==> config.mk <==
export PLATFORM = sky130hd
export DESIGN_NAME = regfile_write_arbiter
export DESIGN_NICKNAME = d
export VERILOG_FILES = /design/src/rtl/regfile_write_arbiter.sv
export SDC_FILE = /design/constraint.sdc
export NUM_CORES = 1
export LEC_CHECK = 0
export ABC_AREA = 0
export BUFFER_PORTS_ARGS = -buffer_cell sky130_fd_sc_hd__buf_2
export CAP_MARGIN = 20
export CORE_UTILIZATION = 43
export CTS_BUF_LIST = sky130_fd_sc_hd__clkbuf_4 sky130_fd_sc_hd__clkbuf_8
export CTS_CLUSTER_DIAMETER = 30
export DETAILED_ROUTE_END_ITERATION = 7
export PLACE_DENSITY = 0.82
export SYNTH_ARGS = -nofsm -noshare
export SYNTH_HDL_FRONTEND = slang
export SYNTH_SLANG_ARGS = --single-unit
==> constraint.sdc <==
create_clock -name clk -period 1 [get_ports clk]
set_clock_uncertainty 0.05 [all_clocks]
set_input_delay 0.2 -clock clk [delete_from_list [all_inputs] [get_ports clk]]
set_output_delay 0.2 -clock clk [all_outputs]
set_load 0.05 [all_outputs]
==> src/rtl/regfile_write_arbiter.sv <==
// regfile_write_arbiter: shares the register-file write port between core writeback and an aux unit.
// Define REGFILE_ARB_STARVE_GUARD_EN to force an aux grant after STARVE_LIMIT lost cycles; otherwise core has strict priority.
module regfile_write_arbiter #(
   parameter int DATA_W       = 32,
   parameter int ADDR_W       = 5,
   parameter int STARVE_LIMIT = 4
) (
   input  logic              clk,
   input  logic              resetN,
   input  logic              coreValid,
   output logic              coreReady,
   input  logic [ADDR_W-1:0] coreRd,
   input  logic [DATA_W-1:0] coreData,
   input  logic              auxValid,
   output logic              auxReady,
   input  logic [ADDR_W-1:0] auxRd,
   input  logic [DATA_W-1:0] auxData,
   output logic              regWrite,
   output logic [ADDR_W-1:0] rdAddr,
   output logic [DATA_W-1:0] writeData,
   output logic              auxStarved
);
   if (STARVE_LIMIT < 1 || STARVE_LIMIT > 15) begin : g_bad_limit
      $error("STARVE_LIMIT must be in 1..15");
   end
   logic              forced;
   logic              core_xfer;
   logic              aux_xfer;
   logic [ADDR_W-1:0] sel_rd;
   logic [DATA_W-1:0] sel_data;
`ifdef REGFILE_ARB_STARVE_GUARD_EN
   logic [3:0] waitCnt;
   assign forced = auxValid && (waitCnt == 4'(STARVE_LIMIT));
   // Counts consecutive cycles aux was presented but lost, saturating at the limit.
   always_ff @(posedge clk or negedge resetN) begin
      if (!resetN) waitCnt <= '0;
      else if (aux_xfer) waitCnt <= '0;
      else if (auxValid && waitCnt != 4'(STARVE_LIMIT)) waitCnt <= waitCnt + 4'd1;
   end
`else
   assign forced = 1'b0;
`endif
   assign coreReady  = !forced;
   assign auxReady   = forced || (auxValid && !coreValid);
   assign auxStarved = forced;
   assign core_xfer  = coreValid && coreReady;
   assign aux_xfer   = auxValid && auxReady;
   assign sel_rd     = aux_xfer ? auxRd : coreRd;
   assign sel_data   = aux_xfer ? auxData : coreData;
   // Writes to x0 are consumed but never enable the register file.
   always_ff @(posedge clk or negedge resetN) begin
      if (!resetN) begin
         regWrite  <= 1'b0;
         rdAddr    <= '0;
         writeData <= '0;
      end else begin
         regWrite <= (core_xfer || aux_xfer) && (sel_rd != '0);
         if (core_xfer || aux_xfer) begin
            rdAddr    <= sel_rd;
            writeData <= sel_data;
         end
      end
   end
endmodule
Word-level counts from Yosys, hierarchy flattened --
Cells that the tools add are included. W data, S select, Z words.
Storage, ports and cells: register bits after elaboration 38, input port bits 78, word-level logic and storage cells 11
Cells by class: mux-type cells 2, reductions and logical operators 6
Operators with widths (count):
- $mux W32 | 1
- $mux W5 | 1
- $reduce_bool A5 Y1 | 1
- $logic_and A1 B1 Y1 | 3
- $logic_not A1 Y1 | 1
- $logic_or A1 B1 Y1 | 1

Longest topological paths before layout --
depth in word-level cells 6, mapped depth 4, gate-level depth less buffers 3

Least setup slack after synthesis --
No wires, ideal clock.
kind input to register, from input auxValid, to register regWrite, arrival 1.368 ns, setup slack -0.488 ns, stages on the path 4, path buffers 1, cell sequence buf_4 > nor2b_1 > o21ai_1 > nand2_1
On the way: cells in the longest elaborated chain, start to end 5
Ends and longest elaborated chain:
- from (decl) | line 14 | input logic auxValid,
- $logic_and A1 B1 Y1 * | line 44 | assign auxReady = forced || (auxValid && !coreValid);
- net auxReady | line 15 | output logic auxReady,
- $logic_and A1 B1 Y1 * | line 47 | assign aux_xfer = auxValid && auxReady;
- $mux W5 | line 48 | assign sel_rd = aux_xfer ? auxRd : coreRd;
- $reduce_bool A5 Y1 | line 57 | regWrite <= (core_xfer || aux_xfer) && (sel_rd != '0);
- $logic_and A1 B1 Y1 * | line 57
- to (signal assigned) | line 57
- to (decl) | line 18 | output logic regWrite,
The timed path passes the listed nets; every way through them passes the cells marked *. A chain may end at the register's enable or synchronous reset.

Worst setup path after layout --
from register writeData[9], to output writeData[9]
RTL lines:
- from (decl) | line 20 | output logic [DATA_W-1:0] writeData,
- from (signal assigned) | line 60 | writeData <= sel_data;
No word-level cell between the ends.

==> impl_metrics.py <==
metrics = {
    "drt": {
        "drt_iter0_drc": 45,
        "wl_met2_um": 2330,
        "via_count": 1668,
        "wl_per_cell_um": 13.2,
        "top_layer": "met4",
        "first_pass_iters": 4,
        "drc": 0,
        "avgViaCountPerCell": 4.78,
        "wl_um": 4610,
        "wl_met3_um": 275,
        "wl_met1_um": 1890,
        "ant_nets": 0,
    },
    "setup_path": {
        "reg2reg_depth": 3,
        "end_kind": "output pin",
        "cp_data_required_time_ns": 0.75,
        "r2r-start": "rdAddr[1]",
        "path_cells": "buf_6",
        "path_class": "flip-flop to output pin",
        "crit_arrival_ns": 0.85,
        "cp-start-kind": "flip-flop",
        "timing.rr.end": "rdAddr[1]",
        "cp_top_family": "flip-flops",
        "crit_slowest_cell": "dfrtp_1",
        "path_max_fanout": 2,
        "reg2reg_slack_ns": 0.06,
        "cpPeakStageDelay_ns": 0.41,
        "crit_start": "writeData[9]",
        "cp.depth": 1,
        "path_buf_inv": 1,
        "crit_end": "writeData[9]",
    },
    "run_status": {
        "violations": "setup timing",
        "outcome": "finished, violations left",
    },
    "power": {
        "ir_drop_mv": 0.958,
        "p_per_area_nw_per_um2": 1550,
        "p_leak_nw": 1.53,
        "fin_total_pwr_mw": 4.45,
    },
    "floorplan": {
        "start_util_pct": 44.7,
        "die_h_um": 66.3,
        "dieArea_um2": 4390,
        "num_rows": 23,
        "num_io_pins": 119,
        "die_w_um": 66.3,
        "coreArea_um2": 3970,
    },
    "cells_and_area": {
        "drive_gt1_share_pct": 47.5,
        "fin_nets": 376,
        "final_cell_mix": "buf_2, nand2_1, buf_6, dfrtp_1, mux2i_1",
        "fin_cells": 349,
        "regArea_um2": 951,
        "layout_commonest_cell": "buf_2",
        "antenna_cells": 0,
        "multi_input_area_um2": 744,
        "area.growth.synth_to_final_pct": 61.9,
        "fill_cells": 297,
    },
    "cts": {
        "insertion_delay_ns": 0.28,
        "htreeDepth": 2,
        "cts_sinks": 38,
        "clockBufferDepth": 2,
        "cts_tree": "built",
        "cts-root-buf": "clkbuf_8",
        "cts_buffers": 5,
        "cts.clk_slew.worst_paths_ns": 0.07,
    },
    "global_route": {
        "antenna_found_initial": 0,
        "grt_max_degree": 44,
        "grt_pass1_wl_um": 6980,
        "grt_pass1_vias": 1609,
        "grtUsageTotal_pct": 21.4,
        "overflow": 0,
    },
    "placed_design": {
        "place_inst": 330,
        "io_buffers": 116,
        "dp.final_hpwl_um": 3090,
        "pre_cts_ws_ns": -0.217,
        "routabilityCongestion": 0.864,
    },
    "timing": {
        "hold_viol": 0,
        "hold_slack_ns": 0.0719,
        "setup-tns-final_ns": -3.24,
        "rsz0062_at_grt": "true",
        "min_period_ns": 1.10,
        "finalCritPeriodShare_pct": 110,
        "max_freq_mhz": 908,
        "setup_ws_ns": -0.101,
        "setup_viol": 38,
        "slew_viol_final": 0,
    },
    "synthesis": {
        "ys_warn_count": 0,
        "avgSynthCellArea_um2": 10.4,
        "ys_ff_latch": 38,
        "synthDistinctLibCells": 12,
        "ys_seq_area_share_pct": 53.5,
        "synth_cells": 171,
        "synth_area_um2": 1780,
        "syn_nets": 249,
    },
    "hold_path": {
        "holdCritPathClass": "primary input to flip-flop",
    },
    "job": {
        "max-cap-violations": 0,
    },
}
## final cells by class
| class | instances | share of cell area, % |
|---|---|---|
| repair buffers | 134 | 35.1 |
| clock buffers | 8 | 3.83 |
| flip-flops and latches | 38 | 33.1 |
| well taps | 50 | 2.17 |
| multi-input cells | 119 | 25.9 |
## cell usage after synthesis
| cell type | n | area [um^2] |
|---|---|---|
| dfrtp_1 | 38 | 951 |
| nand2_1 | 38 | 143 |
| mux2i_1 | 37 | 370 |
| o21ai_1 | 22 | 110 |
| o21ai_0 | 17 | 85.1 |
| buf_2 | 5 | 25.0 |
| buf_4 | 4 | 30.0 |
| clkbuf_1 | 3 | 11.3 |
| buf_6 | 2 | 22.5 |
| conb_1 | 2 | 7.51 |
| or4_1 | 2 | 15.0 |
| nor2b_1 | 1 | 6.26 |
## through the flow
step | util, % | area, um^2
floorplan | - | 1780
global placement | 61.5 | 2440
detailed placement | 61.5 | 2440
CTS | 72.1 | 2860
global route | 72.4 | 2880
finish | 72.4 | 2880
## power breakdown
group / internal, mW / leakage (nW) / total [mW] / switching (mW)
clock network: 0.696 / 0.0575 / 1.20 / 0.507
logic: 0.594 / 1.01 / 1.46 / 0.862
registers: 1.68 / 0.457 / 1.79 / 0.108
## logic make-up (layout without fill, tap and decap cells)
group / after synthesis / count (layout) / synth area share [%]
simple gates: 41 / 41 / 9.23
buf+inv: 14 / 142 / 5.00
compound gates: 39 / 39 / 11.0
other cells: 2 / 2 / 0.423
mux: 37 / 37 / 20.8
flops: 38 / 38 / 53.5
## metal layers
metal | vias to the layer above | track usage, %
met1 | 749 | 24.4
li1 | 836 | -
met3 | 12 | 5.34
met5 | - | 0
met4 | 0 | 9.04
met2 | 71 | 37.6
## timing repair
item / in CTS / in global routing
gates resized for setup: 77 / 1
gates cloned: 0 / 0
hold endpoints to repair: 38 / 0
hold buffers: 1 / 0
endpoints found under the setup margin: 39 / 39
buffers inserted: 8 / 2
## registers in the layout (all words and copies together), names as in the netlist
name and count:
rdAddr 5, writeData 32, regWrite 1
## worst min path at each step
stage,start,to,slack [ns],cells past startpoint
4_1_cts,coreData[27],writeData[27],0.07,3
3_3_place_gp,resetN,writeData[19],0.13,2
5_1_grt,coreData[20],writeData[20],0.08,3
3_5_place_dp,resetN,writeData[19],0.13,2
6_report,coreData[27],writeData[27],0.07,3
2_1_floorplan,resetN,rdAddr[0],-0.15,0
No activity file was read; power rests on OpenSTA's default activity.
